File: src/rtl/fb_port_arbiter_if.sv
// Bundles the arbiter's signals to the timing generator, the camera, the framebuffer RAM and its status.
// slave is the arbiter's view; master is the view of whatever drives it.
interface fb_port_arbiter_if #(
  parameter int ADDR_W  = 19,
  parameter int DATA_W  = 8,
  parameter int FIFO_AW = 4
);
  logic [9:0]        x_pixel;
  logic [9:0]        y_pixel;
  logic              cam_wr_en;
  logic [ADDR_W-1:0] cam_wr_addr;
  logic [DATA_W-1:0] cam_wr_data;
  logic [ADDR_W-1:0] ram_addr;
  logic              ram_we;
  logic [DATA_W-1:0] ram_wdata;
  logic [DATA_W-1:0] ram_rdata;
  logic [DATA_W-1:0] pix_data;
  logic              pix_valid;
  logic [FIFO_AW:0]  fifo_level;
  logic              fifo_full;
  logic              ovf_sticky;
  logic              ovf_clr;

  modport slave (
    input  x_pixel, y_pixel, cam_wr_en, cam_wr_addr, cam_wr_data, ram_rdata, ovf_clr,
    output ram_addr, ram_we, ram_wdata, pix_data, pix_valid, fifo_level, fifo_full, ovf_sticky
  );

  modport master (
    output x_pixel, y_pixel, cam_wr_en, cam_wr_addr, cam_wr_data, ram_rdata, ovf_clr,
    input  ram_addr, ram_we, ram_wdata, pix_data, pix_valid, fifo_level, fifo_full, ovf_sticky
  );
endinterface

File: src/rtl/fb_port_arbiter.sv
// Shares a single-port framebuffer RAM: display reads own the active window, queued camera writes drain in blanking.
// Define FB_ARB_DROP_CNT_EN to add the saturating drop_cnt output.
module fb_port_arbiter #(
  parameter int H_ACTIVE = 640,
  parameter int V_ACTIVE = 480,
  parameter int DATA_W   = 8,
  parameter int ADDR_W   = 19,
  parameter int FIFO_AW  = 4
) (
  input  logic              vga_clk,
  input  logic              rst_n,
  fb_port_arbiter_if.slave  bus
`ifdef FB_ARB_DROP_CNT_EN
  ,
  output logic [15:0]       drop_cnt
`endif
);

  localparam int               DEPTH    = 2 ** FIFO_AW;
  localparam logic [9:0]       H_LIM    = 10'(H_ACTIVE);
  localparam logic [9:0]       V_LIM    = 10'(V_ACTIVE);
  localparam logic [ADDR_W:0]  FB_WORDS = (ADDR_W + 1)'(H_ACTIVE * V_ACTIVE);
  localparam logic [FIFO_AW:0] LVL_FULL = (FIFO_AW + 1)'(DEPTH);

  logic               disp_req;
  logic               wr_ok;
  logic               push;
  logic               pop;
  logic               drop;
  logic [ADDR_W-1:0]  rd_cnt;
  logic [ADDR_W-1:0]  q_addr [DEPTH];
  logic [DATA_W-1:0]  q_data [DEPTH];
  logic [FIFO_AW-1:0] wr_ptr;
  logic [FIFO_AW-1:0] rd_ptr;
  logic               rd_d1;
  logic               rd_d2;

  assign disp_req      = (bus.x_pixel < H_LIM) && (bus.y_pixel < V_LIM);
  assign bus.fifo_full = (bus.fifo_level == LVL_FULL);
  assign wr_ok         = bus.cam_wr_en && ({1'b0, bus.cam_wr_addr} < FB_WORDS);
  // Fullness is judged on the level at the start of the cycle, so a same-cycle pop never makes room.
  assign push          = wr_ok && !bus.fifo_full;
  assign drop          = wr_ok && bus.fifo_full;
  assign pop           = !disp_req && (bus.fifo_level != '0);

  always_ff @(posedge vga_clk) begin
    if (push) begin
      q_addr[wr_ptr] <= bus.cam_wr_addr;
      q_data[wr_ptr] <= bus.cam_wr_data;
    end
  end

  always_ff @(posedge vga_clk) begin
    if (!rst_n) begin
      wr_ptr         <= '0;
      rd_ptr         <= '0;
      bus.fifo_level <= '0;
      bus.ovf_sticky <= 1'b0;
      rd_cnt         <= '0;
      bus.ram_addr   <= '0;
      bus.ram_we     <= 1'b0;
      bus.ram_wdata  <= '0;
      rd_d1          <= 1'b0;
      rd_d2          <= 1'b0;
      bus.pix_valid  <= 1'b0;
      bus.pix_data   <= '0;
    end else begin
      if (push) wr_ptr <= wr_ptr + 1'b1;
      if (pop)  rd_ptr <= rd_ptr + 1'b1;
      case ({push, pop})
        2'b10:   bus.fifo_level <= bus.fifo_level + 1'b1;
        2'b01:   bus.fifo_level <= bus.fifo_level - 1'b1;
        default: bus.fifo_level <= bus.fifo_level;
      endcase

      if (drop)             bus.ovf_sticky <= 1'b1;
      else if (bus.ovf_clr) bus.ovf_sticky <= 1'b0;

      // Vertical blanking parks the scan address so every frame starts at 0.
      if (bus.y_pixel >= V_LIM) rd_cnt <= '0;
      else if (disp_req)        rd_cnt <= rd_cnt + ADDR_W'(1);

      if (disp_req) begin
        bus.ram_addr <= rd_cnt;
        bus.ram_we   <= 1'b0;
      end else if (pop) begin
        bus.ram_addr  <= q_addr[rd_ptr];
        bus.ram_wdata <= q_data[rd_ptr];
        bus.ram_we    <= 1'b1;
      end else begin
        bus.ram_we <= 1'b0;
      end

      rd_d1         <= disp_req;
      rd_d2         <= rd_d1;
      bus.pix_valid <= rd_d2;
      bus.pix_data  <= rd_d2 ? bus.ram_rdata : '0;
    end
  end

`ifdef FB_ARB_DROP_CNT_EN
  always_ff @(posedge vga_clk) begin
    if (!rst_n)                           drop_cnt <= '0;
    else if (bus.ovf_clr)                 drop_cnt <= drop ? 16'd1 : 16'd0;
    else if (drop && drop_cnt != 16'hFFFF) drop_cnt <= drop_cnt + 16'd1;
  end
`endif

endmodule

File: src/flat_wrapper.sv
// flat-port wrapper written by rule: the top's interface ports become plain ports
module fb_port_arbiter_flat 
#(
  parameter int H_ACTIVE = 640,
  parameter int V_ACTIVE = 480,
  parameter int DATA_W   = 8,
  parameter int ADDR_W   = 19,
  parameter int FIFO_AW  = 4
)
  (vga_clk, rst_n, bus_x_pixel, bus_y_pixel, bus_cam_wr_en, bus_cam_wr_addr, bus_cam_wr_data, bus_ram_rdata, bus_ovf_clr, bus_ram_addr, bus_ram_we, bus_ram_wdata, bus_pix_data, bus_pix_valid, bus_fifo_level, bus_fifo_full, bus_ovf_sticky);
  fb_port_arbiter_if #(.ADDR_W(ADDR_W), .DATA_W(DATA_W), .FIFO_AW(FIFO_AW)) bus_i ();
  input  logic vga_clk;
  input  logic rst_n;
  input wire logic [$bits(bus_i.x_pixel)-1:0] bus_x_pixel;
  input wire logic [$bits(bus_i.y_pixel)-1:0] bus_y_pixel;
  input wire logic [$bits(bus_i.cam_wr_en)-1:0] bus_cam_wr_en;
  input wire logic [$bits(bus_i.cam_wr_addr)-1:0] bus_cam_wr_addr;
  input wire logic [$bits(bus_i.cam_wr_data)-1:0] bus_cam_wr_data;
  input wire logic [$bits(bus_i.ram_rdata)-1:0] bus_ram_rdata;
  input wire logic [$bits(bus_i.ovf_clr)-1:0] bus_ovf_clr;
  output wire logic [$bits(bus_i.ram_addr)-1:0] bus_ram_addr;
  output wire logic [$bits(bus_i.ram_we)-1:0] bus_ram_we;
  output wire logic [$bits(bus_i.ram_wdata)-1:0] bus_ram_wdata;
  output wire logic [$bits(bus_i.pix_data)-1:0] bus_pix_data;
  output wire logic [$bits(bus_i.pix_valid)-1:0] bus_pix_valid;
  output wire logic [$bits(bus_i.fifo_level)-1:0] bus_fifo_level;
  output wire logic [$bits(bus_i.fifo_full)-1:0] bus_fifo_full;
  output wire logic [$bits(bus_i.ovf_sticky)-1:0] bus_ovf_sticky;
  assign bus_i.x_pixel = bus_x_pixel;
  assign bus_i.y_pixel = bus_y_pixel;
  assign bus_i.cam_wr_en = bus_cam_wr_en;
  assign bus_i.cam_wr_addr = bus_cam_wr_addr;
  assign bus_i.cam_wr_data = bus_cam_wr_data;
  assign bus_i.ram_rdata = bus_ram_rdata;
  assign bus_i.ovf_clr = bus_ovf_clr;
  assign bus_ram_addr = bus_i.ram_addr;
  assign bus_ram_we = bus_i.ram_we;
  assign bus_ram_wdata = bus_i.ram_wdata;
  assign bus_pix_data = bus_i.pix_data;
  assign bus_pix_valid = bus_i.pix_valid;
  assign bus_fifo_level = bus_i.fifo_level;
  assign bus_fifo_full = bus_i.fifo_full;
  assign bus_ovf_sticky = bus_i.ovf_sticky;
  fb_port_arbiter #(.H_ACTIVE(H_ACTIVE), .V_ACTIVE(V_ACTIVE), .DATA_W(DATA_W), .ADDR_W(ADDR_W), .FIFO_AW(FIFO_AW)) u_core (.vga_clk(vga_clk), .rst_n(rst_n), .bus(bus_i));
endmodule
File: config.mk
export PLATFORM = sky130hd
export DESIGN_NAME = fb_port_arbiter_flat
export DESIGN_NICKNAME = d
export VERILOG_FILES = /design/src/rtl/fb_port_arbiter_if.sv /design/src/rtl/fb_port_arbiter.sv /design/src/flat_wrapper.sv
export SDC_FILE = /design/constraint.sdc
export NUM_CORES = 1
export LEC_CHECK = 0
export ABC_AREA = 0
export CELL_PAD_IN_SITES_DETAIL_PLACEMENT = 1
export CELL_PAD_IN_SITES_GLOBAL_PLACEMENT = 1
export CORE_MARGIN = 3
export CORE_UTILIZATION = 56
export CTS_CLUSTER_SIZE = 28
export DETAILED_ROUTE_END_ITERATION = 8
export PLACE_DENSITY_LB_ADDON = 0.1
export SYNTH_ARGS = -nofsm -noshare
export SYNTH_HDL_FRONTEND = slang
export SYNTH_SLANG_ARGS = --single-unit
File: constraint.sdc
create_clock -name vga_clk -period 10.27 [get_ports vga_clk]
set_input_delay 1.027 -clock vga_clk [delete_from_list [all_inputs] [get_ports vga_clk]]
set_output_delay 1.027 -clock vga_clk [all_outputs]
set_load 0.1 [all_outputs]
==> impl_metrics.tcl, run 1 <==
set metrics [dict create \
    outcome "finished, final reports clean" \
    arrival_ns 5.46 \
    cts_root_buffer "clkbuf_16" \
    netSwitchingPower_w 0.001741 \
    fp.dieArea_sq_um 37580 \
    yosysWarnings 0 \
    worst_pin_slew_ns 1.192 \
    drt_iter0_markers 1038 \
    intPower_w 0.003801 \
    cp_data_required_time_ns 10.77 \
    htreeDepth 2 \
    p_sw_share_pct 31.42 \
    wl_mm 46.75 \
    synth_area_leader_cell "edfxtp_1" \
    area_delta_synth_final_pct 14.59 \
    final_max_slew_viol_count 0 \
    critical_path.top_delay_family "compound AO/OA/AOI/OAI gates" \
    cts_buffers 50 \
    worst-setup-path-type "in2reg" \
    row_count 68 \
    synth_area_leaders "edfxtp_1 66%, mux4_2 12%, dfxtp_1 7.7%, a21oi_1 1.4%, mux2_2 1.1%" \
    crit_path_top_delay_cell "a211oi_2" \
    drive_above_1_share_pct 20.10 \
    comb_power_share_pct 24.3 \
    grt_overflow 0 \
    antenna_found_initial 0 \
    cp_max_fo 21 \
    wl_per_cell_microns 28.09 \
    end_kind "flip-flop" \
    num_io_pins 103 \
    grt_max_degree 60 \
    ant_nets 0 \
    final-setup-viol-count 0 \
    cts.path.max_buffers 3 \
    drt_first_pass_iters 5 \
    max_cap_viol_count 0 \
    p_per_area_nw_per_um2 244.8 \
    p_seq_share_pct 43.6 \
    fin_crit_sh_pct 48.22 \
    slowest_delay_ns 1.01 \
    grt_pass1_wl_mm 70.39 \
    syn_area_sq_um 19760 \
    cts_tree "built" \
    track_usage_pct 25.13 \
    chipWidth_microns 193.8 \
    cp_num_buf_inv 2 \
    dr_total_vias 10273 \
    period_needed_ns 4.952 \
    yosysUniqueCellTypes 55 \
    diodes 0 \
    avgSynthCellArea_sq_um 18.45 \
    cts_resized 0 \
    fp.dieH_microns 193.8 \
    dpl.hpwl_mm 25.77 \
    fin_area_sq_um 22640 \
    ys_seq_area_share_pct 73.35 \
    hp-class "reg2reg" \
    p_clk_share_pct 32.1 \
    port_buffers 90 \
    cts_setup_buffers 0 \
    synth_seq_cells 508 \
    gp_congestion 0.7373 \
    clk_pin_slew_ns 0.06 \
    p_leak_nw 7.290 \
    fmax_ghz 0.2019 \
    clock_sinks 508 \
    start_kind "primary input" \
    fin_skew_ns 0.01418 \
    tns_ns 0 \
    dpl_cell_area_sq_um 21050 \
    hold_viol_final 0 \
    fin_nets 1237 \
    core_sq_um 34630 \
    maxSlewHeadroom_pct 20.37 \
    first_global_vias 11104 \
    synth_top_area_share_pct 65.65 \
    rsz0062_at_grt "false" \
    netlist_instances 1071 \
    remaining_drc_errors 0 \
    viasPerCell 6.174 \
    insertion_delay_ns 0.58 \
    cp_cell_sequence "clkdlybuf4s50_1, a21o_1, a211o_1, a211oi_2, inv_1, ha_1, xor2_1, ha_1, a211o_1, a21oi_1, a221oi_1, or3_1, a21boi_0" \
    holdBufCountCts 0 \
    synth_nets 1140 \
    start_util_pct 57.06 \
    ir_worst_vdd_v 0.0001977 \
]
[synthesized netlist by cell type (all sizes together)]
cell type	number
a211oi	1
a2111oi	1
o22ai	27
and3	25
nor2	33
nor3b	1
nor2b	11
a211o	2
and2	12
or4	1
nor4	2
mux2i	8
ha	10
nand2b	5
a41oi	1
xnor2	18
mux2	19
a22o	16
mux4	106
or3	3
nand2	25
nand3b	4
edfxtp	432
a21oi	58
nor3	9
and4	2
a21boi	3
a31oi	2
a221oi	1
nand4	5
xor2	7
clkbuf	19
inv	45
a2bb2oi	1
buf	37
a21o	2
nand3	8
a22oi	1
o211ai	3
o21ai	29
dfxtp	76
[registers in the layout, indices dropped and copies added, names as in the netlist, named ones only]
register	flops
u_core.q_addr	304
u_core.bus.pix_data	8
u_core.bus.ram_we	1
u_core.bus.ram_addr	19
u_core.wr_ptr	4
u_core.rd_cnt	19
u_core.rd_d2	1
u_core.rd_ptr	4
u_core.bus.pix_valid	1
u_core.bus.ovf_sticky	1
u_core.q_data	128
u_core.rd_d1	1
u_core.bus.fifo_level	5
u_core.bus.ram_wdata	8
[power groups by stage]
stage	registers [W]	logic (W)	clock network, W
floorplan	0.00270	0.000719	0
global placement	0.00245	0.00131	0
detailed placement	0.00246	0.00134	0
CTS	0.00242	0.00135	0.00181
global route	0.00243	0.00142	0.00189
finish	0.00241	0.00135	0.00178
[area by class of cell]
class | count | area (sq um)
Tap cell | 455 | 569.3
Timing Repair Buffer | 101 | 978.4
Clock buffer | 68 | 1403
Fill cell | 2890 | 11980
Inverter | 45 | 168.9
Clock inverter | 25 | 195.2
Sequential cell | 508 | 14500
Multi-Input combinational cell | 462 | 4828
[layer usage]
layer / track usage [%] / vias up / wire length [microns]
li1: - / 4452 / -
met1: 35.11 / 5396 / 19560
met2: 42.60 / 360 / 23380
met3: 3.632 / 65 / 2923
met4: 6.383 / 0 / 889
met5: 0 / - / 0
[path summary, 6_finish.rpt]
kind,startpoint,end,slack [ns],depth (start not counted)
setup reg to reg,u_core.bus.fifo_level[1],u_core.bus.fifo_level[4],6.30,12
setup / recovery,bus_cam_wr_addr[12],u_core.bus.fifo_level[4],5.32,13
hold reg to reg,u_core.rd_d1,u_core.rd_d2,0.43,1
hold / removal,u_core.rd_d1,u_core.rd_d2,0.43,1
[cells by family after synthesis]
group                      after synthesis  synth area share, %
DFF                                    508                73.35
AOI/OAI and AO/OA                      148                4.933
and+or+nand+nor                        146                4.071
muxes                                  133                13.57
buffers and inverters                  101                2.336
xor gates and xnor gates                25                1.108
adders and majority gates               10               0.6332
[placed cells by master, fill, tap and decap left out, drive strengths merged, types with 16 or more instances in the layout]
| cell | n |
|---|---|
| xnor2 | 18 |
| clkbuf | 68 |
| mux2 | 19 |
| mux4 | 106 |
| a22o | 16 |
| and3 | 25 |
| inv | 45 |
| clkdlybuf4s50 | 89 |
| nand2 | 25 |
| o22ai | 27 |
| edfxtp | 432 |
| nor2 | 33 |
| o21ai | 29 |
| dfxtp | 76 |
| a21oi | 58 |
| clkinv | 20 |
[metrics by stage]
stage	utilization, %	hold WS (ns)	instances	total power [W]	worst slack, ns
final	65.39	0.4333	1664	0.005542	5.318
after global routing	65.39	0.4623	1664	0.005741	4.972
after CTS	65.39	0.4338	1664	0.005578	5.337
after detailed placement	60.78	0.4194	1571	0.003799	4.723
after global placement	60.78	0.4160	1571	0.003766	4.915
after floorplan	-	0.4119	1071	0.003422	5.807
(Power assumes the default switching activity.)
==> run 2, diff against run 1 <==
- CORE_UTILIZATION: 56 -> 47
- clock period: 10.27 -> 4.13 ns (I/O delays scaled with it)
==> impl_metrics.tcl, run 2 (synthesized netlist as in run 1, its figures left out) <==
set metrics [dict create \
    remaining_drc_errors 0 \
    start_kind "flip-flop" \
    track_usage_pct 21.31 \
    tns_ns 0 \
    cts_resized 0 \
    wl_mm 46.47 \
    htreeDepth 2 \
    dpl.hpwl_mm 28.30 \
    arrival_ns 3.00 \
    chipWidth_microns 211.0 \
    drive_above_1_share_pct 21.85 \
    area_delta_synth_final_pct 17.48 \
    critical_path.top_delay_family "buffers and inverters" \
    cts_root_buffer "clkbuf_16" \
    layout_commonest_cell "edfxtp_1" \
    fin_skew_ns 0.01158 \
    slowest_delay_ns 1.15 \
    viasPerCell 5.735 \
    grt_pass1_wl_mm 69.88 \
    fin_nets 1267 \
    antenna_found_initial 0 \
    gp_congestion 0.7697 \
    clock_sinks 508 \
    grt_max_degree 43 \
    cts_buffers 52 \
    ir_worst_vdd_v 0.0003956 \
    clk_pin_slew_ns 0.06 \
    rsz0062_at_grt "false" \
    num_io_pins 103 \
    largest_register_ffs 304 \
    final_max_slew_viol_count 0 \
    grt_overflow 0 \
    cp_data_required_time_ns 3.72 \
    cts.path.max_buffers 3 \
    holdBufCountCts 0 \
    fp.dieArea_sq_um 44540 \
    wl_per_cell_microns 26.22 \
    drt_iter0_markers 787 \
    dr_total_vias 10162 \
    cp_cell_sequence "or4_4, nor2_8, clkdlybuf4s50_1" \
    dp_cells 1676 \
    cts_setup_buffers 0 \
    crit_path_top_delay_cell "clkdlybuf4s50_1" \
    worst_pin_slew_ns 1.061 \
    core_sq_um 41200 \
    multi_input_area_sq_um 4835 \
    fin_crit_sh_pct 82.60 \
    nFillCells 3662 \
    p_leak_nw 7.488 \
    max_cap_viol_count 0 \
    start_util_pct 47.96 \
    port_buffers 90 \
    insertion_delay_ns 0.58 \
    end_kind "output port" \
    regMostFlops "u_core.q_addr" \
    row_count 74 \
    largestRegisters "u_core.q_addr (304), u_core.q_data (128)" \
    ant_nets 0 \
    outcome "finished, final reports clean" \
    cp_max_fo 9 \
    maxSlewHeadroom_pct 29.11 \
    worst-setup-path-type "reg2out" \
    period_needed_ns 3.411 \
    ff_latch_area_sq_um 14500 \
    diodes 0 \
    most-common-layout-cells "432 x edfxtp_1, 106 x mux4_2, 89 x clkdlybuf4s50_1, 72 x dfxtp_1, 57 x a21oi_1" \
    p_per_area_nw_per_um2 598.3 \
    hold_viol_final 0 \
    drt_first_pass_iters 5 \
    final_cells 1772 \
    fmax_ghz 0.2932 \
    fp.dieH_microns 211.0 \
    cp_num_buf_inv 1 \
    first_global_vias 10839 \
    hp-class "in2reg" \
    cts_tree "built" \
    final-setup-viol-count 0 \
]
-- run 2: final cells by class --
cell class | count | area share (%)
timing repair buffer | 129 | 5.983
multi-input combinational | 462 | 20.83
clock buffer | 73 | 6.209
clock inverter | 23 | 0.9216
tap | 532 | 2.867
inverter | 45 | 0.7276
sequential | 508 | 62.47
-- run 2: final timing paths --
kind | slack (ns) | to | startpoint | cells past startpoint
worst min register to register | 0.44 | u_core.rd_d2 | u_core.rd_d1 | 1
worst min-delay path | 0.36 | u_core.bus.ovf_sticky | rst_n | 2
worst max-delay path | 0.72 | bus_fifo_full | u_core.bus.fifo_level[1] | 3
worst max register to register | 0.94 | u_core.bus.fifo_level[4] | u_core.bus.fifo_level[1] | 12
-- run 2: metal layers --
| metal | up-vias | GRT usage [%] | share of wire (%) |
|---|---|---|---|
| li1 | 4507 | - | - |
| met1 | 5347 | 29.84 | 44 |
| met2 | 250 | 35.49 | 49 |
| met3 | 58 | 3.772 | 5.2 |
| met4 | 0 | 4.896 | 1.6 |
| met5 | - | 0 | 0 |
-- run 2: report_power, final --
| part | leakage [nW] | internal, W | total, W | switching [W] |
|---|---|---|---|---|
| logic | 2.17 | 0.00117 | 0.00334 | 0.00217 |
| registers | 4.52 | 0.00576 | 0.00600 | 0.000239 |
| clock network | 0.798 | 0.00268 | 0.00456 | 0.00188 |
| total | 7.49 | 0.00960 | 0.0139 | 0.00429 |
-- run 2: worst register-to-register path, stage by stage (launching register included) --
cell and delay, ns:
dfxtp_1 0.39, or4_4 0.70, nor2_8 0.17, a211oi_2 0.07
inv_1 0.10, ha_1 0.35, xor2_1 0.13, ha_1 0.24
a211o_1 0.28, a21oi_1 0.15, a221oi_1 0.07, or3_1 0.31
a21boi_0 0.16
-- run 2: per-stage QoR --
step | power [W] | area (sq um) | util [%] | hold slack, ns | setup slack [ns]
4_1_cts | 0.01406 | 23210 | 56.34 | 0.3519 | 0.6681
3_3_place_gp | 0.009429 | 21560 | 52.33 | 0.4194 | 0.4432
6_report | 0.01389 | 23210 | 56.34 | 0.3591 | 0.7188
2_1_floorplan | 0.008510 | 19770 | - | 0.4119 | 0.2615
3_5_place_dp | 0.009478 | 21560 | 52.33 | 0.4258 | 0.4738
5_1_grt | 0.01447 | 23210 | 56.34 | 0.3911 | 0.6371
==> run 3, diff against run 2 <==
- clock period: 4.13 -> 3.1 ns (I/O delays scaled with it)
==> impl_metrics.tcl, run 3 (synthesized netlist as in run 1, its figures left out) <==
set metrics [dict create \
    grt_pass1_wl_mm 71.52 \
    period_needed_ns 2.772 \
    drt_first_pass_iters 5 \
    arrival_ns 3.28 \
    viasPerCell 5.675 \
    cp_num_buf_inv 2 \
    cts_buffers 54 \
    antenna_found_initial 0 \
    rr_startpoint "u_core.bus.fifo_level[0]" \
    hold_viol_final 0 \
    first_global_vias 11045 \
    worst-setup-path-type "in2reg" \
    row_count 74 \
    cts_resized 0 \
    fp.dieArea_sq_um 44540 \
    critical_path.top_delay_family "compound AO/OA/AOI/OAI gates" \
    p_leak_nw 7.760 \
    cp_data_required_time_ns 3.60 \
    timing.critical_path.from "bus_cam_wr_addr[12]" \
    grt_overflow 0 \
    dpl.hpwl_mm 29.43 \
    hp-class "in2reg" \
    fp.dieH_microns 211.0 \
    cts.path.max_buffers 3 \
    largest_register_ffs 304 \
    cts_tree "built" \
    chipWidth_microns 211.0 \
    wl_mm 47.50 \
    drt_iter0_markers 774 \
    fin_skew_ns 0.03021 \
    wl_per_cell_microns 26.27 \
    holdBufCountCts 0 \
    ff2ff_setup_slack_ns 0.39 \
    nFillCells 3611 \
    cts_root_buffer "clkbuf_16" \
    gp_congestion 0.7685 \
    outcome "finished, final reports clean" \
    layout_commonest_cell "edfxtp_1" \
    track_usage_pct 21.84 \
    cp_max_fo 4 \
    dpl_cell_area_sq_um 21960 \
    dp_cells 1708 \
    cp_cell_sequence "clkdlybuf4s50_1, a21o_1, a211o_1, a211oi_4, inv_4, ha_4, xor2_1, ha_2, a211o_1, a21oi_1, a221oi_1, or3_1, a21boi_1" \
    cts_setup_buffers 0 \
    fin_area_sq_um 23710 \
    largestRegisters "u_core.q_addr (304), u_core.q_data (128)" \
    worstSetupPathDepth 13 \
    worst_pin_slew_ns 1.165 \
    final_max_slew_viol_count 0 \
    grt_max_degree 36 \
    start_util_pct 47.96 \
    cp-endpoint "u_core.bus.fifo_level[4]" \
    max_cap_viol_count 0 \
    clock_sinks 508 \
    core_sq_um 41200 \
    regMostFlops "u_core.q_addr" \
    final_cells 1808 \
    insertion_delay_ns 0.60 \
    crit_path_top_delay_cell "clkdlybuf4s50_1" \
    dr_total_vias 10261 \
    ant_nets 0 \
    cpMostUsedCell "a211o_1" \
    p_per_area_nw_per_um2 796.0 \
    pre_cts_ws_ns -0.2776 \
    start_kind "primary input" \
    end_kind "flip-flop" \
    area_delta_synth_final_pct 19.97 \
    rsz0062_at_grt "false" \
    most-common-layout-cells "432 x edfxtp_1, 106 x mux4_2, 82 x clkdlybuf4s50_1, 67 x dfxtp_1, 57 x a21oi_1" \
    worst-r2r-cell-count 12 \
    maxSlewHeadroom_pct 22.25 \
    final_util_pct 57.54 \
    drive_above_1_share_pct 25.24 \
    htreeDepth 2 \
    clk_pin_slew_ns 0.06 \
    port_buffers 90 \
    worst_slack_ns 0.3275 \
    timing.rr.end "u_core.bus.fifo_level[4]" \
    fin_crit_sh_pct 89.44 \
    final-setup-viol-count 0 \
    num_io_pins 103 \
    fmax_ghz 0.3607 \
    fin_nets 1301 \
    p_total_w 0.01887 \
    slowest_delay_ns 0.56 \
    remaining_drc_errors 0 \
    diodes 0 \
    ir_worst_vdd_v 0.0004882 \
]
run 3: layout make-up:
type / count / area [sq um] / share of cell area (%)
clock buffer: 80 / 1582 / 6.671
clock inverter: 20 / 163.9 / 0.6914
tap: 532 / 665.6 / 2.808
timing repair buffer: 161 / 1749 / 7.378
multi-input combinational: 462 / 4857 / 20.49
inverter: 45 / 171.4 / 0.7231
sequential: 508 / 14520 / 61.24
run 3: worst min-delay path by stage:
stage                       startpoint                      end  slack (ns)  depth (start not counted)
floorplan           bus_cam_wr_addr[0]      u_core.q_addr[0][0]        0.41                          0
global placement          u_core.rd_d1             u_core.rd_d2        0.42                          1
detailed placement        u_core.rd_d1             u_core.rd_d2        0.43                          1
CTS                              rst_n   u_core.bus.ram_addr[5]        0.28                          4
global route                     rst_n  u_core.bus.ram_addr[16]        0.32                          4
finish                           rst_n   u_core.bus.ram_addr[5]        0.30                          4
run 3: worst min-delay path: cells and delay by family:
family / cells / cell delay [ns]
AOI/OAI and AO/OA: 2 / 0.14
buffers and inverters: 2 / 0.37
run 3: layer usage:
layer  routed length (microns)  vias up  GRT usage (%)
li1                          -     4576              -
met1                     20910     5393          30.29
met2                     23620      228          36.55
met3                      1863       64          3.119
met4                      1114        0          6.420
met5                         0        -              0
run 3: through the flow:
stage | TNS, ns | hold WS [ns]
2_1_floorplan | -0.09468 | 0.4089
3_3_place_gp | -0.2443 | 0.4152
3_5_place_dp | -0.3911 | 0.4289
4_1_cts | 0 | 0.2822
5_1_grt | 0 | 0.3206
6_report | 0 | 0.3021
run 3: power breakdown:
part / switching, W / leakage, nW / internal [W]
Clock: 0.00254 / 0.858 / 0.00368
Sequential: 0.000189 / 4.52 / 0.00769
Combinational: 0.00307 / 2.38 / 0.00169
==> edit 1: new RTL, config.mk and constraints of run 3 <==
`DATA_W` is set to 8 in 3 places; all go to 10.
--- a/src/rtl/fb_port_arbiter_if.sv
+++ b/src/rtl/fb_port_arbiter_if.sv
@@ -4,3 +4,3 @@
   parameter int ADDR_W  = 19,
-  parameter int DATA_W  = 8,
+  parameter int DATA_W  = 10,
   parameter int FIFO_AW = 4
--- a/src/rtl/fb_port_arbiter.sv
+++ b/src/rtl/fb_port_arbiter.sv
@@ -5,3 +5,3 @@
   parameter int V_ACTIVE = 480,
-  parameter int DATA_W   = 8,
+  parameter int DATA_W   = 10,
   parameter int ADDR_W   = 19,
--- a/src/flat_wrapper.sv
+++ b/src/flat_wrapper.sv
@@ -5,3 +5,3 @@
   parameter int V_ACTIVE = 480,
-  parameter int DATA_W   = 8,
+  parameter int DATA_W   = 10,
   parameter int ADDR_W   = 19,
Interface: changed (resized bus_cam_wr_data, bus_pix_data, bus_ram_rdata and bus_ram_wdata); port bits go from 103 to 111. No check against the original RTL was run, so the function may have changed too.
==> edit 1 against run 3 <==
- wire length increased by 5.7%
- critical path depth unchanged
- clock skew down 12 ps
- worst setup slack improved by 8.5 ps
- sequential cell count increased by 36
- cell area rose by 7.0%
- area after synthesis is 6.7% higher
- global-route usage shrank 0.12 points
- combinational power is 13% higher
- highest routed layer unchanged
- power rose by 8.6%
==> edit 1: results (changes against run 3) <==
Status
  • Status: finished, final reports clean (unchanged)

Final layout
  • Seq. cell area: 15560 um2 (was 14520 um2)
  • Filler Cell Count: 3877 (was 3611)
  • Nets: 1379 (was 1301)
  • Post-Layout Cell Count: 1940 (was 1808)
  • Signal buffers share of area: 7.775% (was 7.378%)
  • Layout cell share with drive strength beyond 1: 25.39% (was 25.24%)
  • Regs by FF count: u_core.q_addr x304, u_core.q_data x160 (was u_core.q_addr x304, u_core.q_data x128)
  • Comb_multi_in: 518 (was 462)
  • Invs w/o clock: 8 (was 45)

STA
  • Max-slew headroom: 33.19% (was 22.25%)
  • Worst hold slack: 125.2 ps (was 302.1 ps)

Min path
  • Hold path depth: 3 (was 4)
  • Min-Delay Endpoint: u_core.bus.ram_wdata[9] (was u_core.bus.ram_addr[5])

Yosys
  • Post-synthesis adder-cell area fraction: 0.5934% (was 0.6332%)
  • Post-synthesis compound-gate area fraction: 4.237% (was 4.933%)
  • Sequential area share after synthesis: 73.68% (was 73.35%)
  • Netlist cell types: 47 (was 55)
  • Synth area leaders: edfxtp_1 66%, mux4_2 12%, dfxtp_1 7.6%, nand2_1 1.4%, mux2i_1 1.0% (was edfxtp_1 66%, mux4_2 12%, dfxtp_1 7.7%, a21oi_1 1.4%, mux2_2 1.1%)
  • Mux contribution to synthesized area: 13.49% (was 13.57%)
  • Post-Synth XOR/XNOR Area: 0.9969% (was 1.108%)
  • Syn nets: 1207 (was 1140)

Setup path
  • Slowest-stage cell, CP: a211o_1 (was clkdlybuf4s50_1)
  • CP Max Fanout: 2 (was 4)

Routing
  • DR iter-0 viols: 1046 (was 774)
  • Metal3 WL: 2.406 mm (was 1.863 mm)
  • M1 WL: 22.50 mm (was 20.91 mm)

Power and ir drop
  • Max VDD drop: 0.0005223 V (was 0.0004882 V)
  • Lkg Pwr: 0.008218 uW (was 0.007760 uW)

Placement
  • Inst Count DP: 1832 (was 1708)
  • GPL Wtd Cong: 0.7565 (was 0.7685)

Global route
  • Initial antenna violation count: 1 (was 0)
  • First-pass GRT wire length: 75.86 mm (was 71.52 mm)
  • Total GRT Usage: 21.72% (was 21.84%)

Clock network
  • CTS buffer count: 57 (was 54)
==> edit 1: changes by cell type after synthesis, sizes merged, moves of 21 or more <==
cell,before,now
edfxtp,432,464
nand2,25,76
a22oi,1,22
a21oi,58,23
o22ai,27,4
inv,45,8
==> edit 1: stage by stage <==
step | cell area [um2] | setup WS (ps)
after floorplan | 21140 | 24.16
after global placement | 23550 | -239.8
after detailed placement | 23550 | -266.7
after CTS | 25360 | 373.2
after global routing | 25360 | 173.5
final | 25360 | 336.0
==> edit 1: report_power, final <==
part           total (uW)  leakage (uW)  switching (uW)  internal, uW
Sequential           8580       0.00484             323          8250
Clock                6520      0.000882            2760          3760
Combinational        5390       0.00250            3260          2120
==> edit 1: layer usage <==
layer	vias up	GRT usage, %
li1	4904	-
met1	5807	31.04
met2	296	35.77
met3	68	2.968
met4	0	5.588
met5	-	0
==> edit 2: new RTL, flow settings as in run 3 <==
Made on the original files. `H_ACTIVE` is set to 640 in 2 places; all go to 480.
--- a/src/rtl/fb_port_arbiter.sv
+++ b/src/rtl/fb_port_arbiter.sv
@@ -3,3 +3,3 @@
 module fb_port_arbiter #(
-  parameter int H_ACTIVE = 640,
+  parameter int H_ACTIVE = 480,
   parameter int V_ACTIVE = 480,
--- a/src/flat_wrapper.sv
+++ b/src/flat_wrapper.sv
@@ -3,3 +3,3 @@
 #(
-  parameter int H_ACTIVE = 640,
+  parameter int H_ACTIVE = 480,
   parameter int V_ACTIVE = 480,
Formal check against the unedited RTL: not equivalent (Yosys sat finds a counterexample within 4 cycles, from zero or initial values and one cycle with rst_n low).
==> edit 2 against run 3 <==
- cell area is 0.11% lower
- sequential power is 0.9% higher
- core utilization is 0.066 points higher
- worst setup slack better by 12 ps
- wire length is 5.3% higher
- first-iteration DRC count is 22% higher
- area after synthesis is 0.41% lower
- power is 0.33% higher
- register-to-register slack better by 190 ps
- sequential cell count stayed put
- sequential share of layout area hardly changed
- critical endpoint unchanged
- largest power group unchanged
==> edit 2: results (changes against run 3) <==
Global route
  • Met3 Use GR: 3.936% (was 3.119%)
  • Vias in the first global route: 11480 (was 11050)
  • Met2 usage: 36.60% (was 36.55%)
  • Initial antenna violation count: 0 (unchanged)
  • M1 GR Usage: 32.67% (was 30.29%)
  • Total GRT Usage: 22.76% (was 21.84%)
  • First-pass GRT wire length: 74.45 mm (was 71.52 mm)
  • Pin count of the biggest net entering global routing: 38 (was 36)

Placement
  • Inst Count DP: 1781 (was 1708)
  • Placed cell area: 21960 um2 (about the same)
  • HPWL Detailed: 30.50 mm (was 29.43 mm)
  • DP Worst Slack: -272.7 ps (was -277.6 ps)
  • GPL Wtd Cong: 0.7701 (was 0.7685)
  • Number of I/O port buffers: 92 (was 90)

Yosys
  • Synth area leaders: edfxtp_1 66%, dfxtp_1 7.7%, mux2i_1 7.6%, mux4_2 4.1%, a22oi_1 2.9% (was edfxtp_1 66%, mux4_2 12%, dfxtp_1 7.7%, a21oi_1 1.4%, mux2_2 1.1%)
  • Netlist cell types: 52 (was 55)
  • Mapped Avg Cell Area: 17.19 um2 (was 18.45 um2)
  • Most common library cells after synthesis: 432 x edfxtp_1, 149 x mux2i_1, 76 x dfxtp_1, 75 x a22oi_1, 36 x mux4_2 (was 432 x edfxtp_1, 106 x mux4_2, 76 x dfxtp_1, 57 x a21oi_1, 45 x inv_1)
  • Syn nets: 1214 (was 1140)
  • Sequential area share after synthesis: 73.65% (was 73.35%)

Setup path
  • Critical path's top delay family: simple AND/OR/NAND/NOR gates (was compound AO/OA/AOI/OAI gates)
  • Slowest-stage cell, CP: or4_4 (was clkdlybuf4s50_1)
  • R2R setup slack: 580 ps (was 390 ps)
  • Max incr delay on CP: 570 ps
  • CP Max Fanout: 3 (was 4)

Routing
  • Avg WL per Cell: 26.61 um (was 26.27 um)
  • DR iter-0 viols: 945 (was 774)
  • Final wirelength: 50.02 mm (was 47.50 mm)
  • Max Used Layer: met4 (unchanged)
  • M1 WL: 22.40 mm (was 20.91 mm)
  • Metal3 WL: 2.551 mm (was 1.863 mm)
  • Met2 WL: 24.14 mm (was 23.62 mm)
  • Avg Vias per Cell: 5.881 (was 5.675)

Clock network
  • Setup repair bufs after CTS: 0 (unchanged)

STA
  • Worst-Margin Slew: 986.3 ps (was 1165 ps)
  • Clk_skew: 25.28 ps (was 30.21 ps)
  • Worst hold slack: 203.7 ps (was 302.1 ps)

Final layout
  • Nets: 1373 (was 1301)
  • Filler Cell Count: 3701 (was 3611)
  • Layout cell share with drive strength beyond 1: 18.32% (was 25.24%)
  • Regs by FF count: u_core.q_addr x304, u_core.q_data x128 (unchanged)

Status
  • Status: finished, final reports clean (unchanged)

Min path
  • Hold path depth: 3 (was 4)
  • Min-Delay Endpoint: u_core.bus.ram_addr[0] (was u_core.bus.ram_addr[5])

Power and ir drop
  • Max VDD drop: 0.0006861 V (was 0.0004882 V)
  • Lkg Pwr: 0.007518 uW (was 0.007760 uW)
  • Switching Share: 31.65% (was 30.78%)
edit 2: cell families after synthesis:
| logic type | count (synthesis) | synth area share, % |
|---|---|---|
| xor+xnor | 26 | 1.157 |
| buf+inv | 76 | 1.812 |
| compound gates | 174 | 6.459 |
| simple gates | 165 | 4.533 |
| fa+ha+maj | 10 | 0.6358 |
| mux | 186 | 11.76 |
| flops | 508 | 73.65 |
edit 2: worst max-delay path by stage:
stage / from / to / slack [ps] / cells past startpoint
3_3_place_gp: bus_cam_wr_addr[13] / u_core.bus.fifo_level[4] / -190 / 14
5_1_grt: bus_cam_wr_addr[13] / u_core.bus.fifo_level[4] / 120 / 13
4_1_cts: bus_cam_wr_addr[13] / u_core.bus.fifo_level[4] / 340 / 14
3_5_place_dp: bus_cam_wr_addr[13] / u_core.bus.fifo_level[4] / -270 / 14
6_report: bus_cam_wr_addr[13] / u_core.bus.fifo_level[4] / 340 / 14
2_1_floorplan: u_core.bus.fifo_level[1] / u_core.bus.fifo_level[4] / 30 / 16
edit 2: power by group through the flow:
stage	Clock, uW	Sequential (uW)	Combinational (uW)
2_1_floorplan	0	9140	2060
3_3_place_gp	0	8090	4610
3_5_place_dp	0	8090	4690
4_1_cts	6420	7960	4710
5_1_grt	6750	7990	4960
6_report	6300	7950	4680
edit 2: cell type report:
cell class / instances / area, um2 / share of cell area (%)
clock buffers: 74 / 1448 / 6.113
clock inverters: 25 / 275.3 / 1.162
inverters: 8 / 30.03 / 0.1268
multi-input cells: 561 / 4892 / 20.66
flip-flops and latches: 508 / 14510 / 61.27
well taps: 532 / 665.6 / 2.811
repair buffers: 172 / 1862 / 7.862
edit 2: worst min-delay path, stage by stage:
cell	delay [ps]
buf_2	250
o21ai_0	130
a31oi_1	50
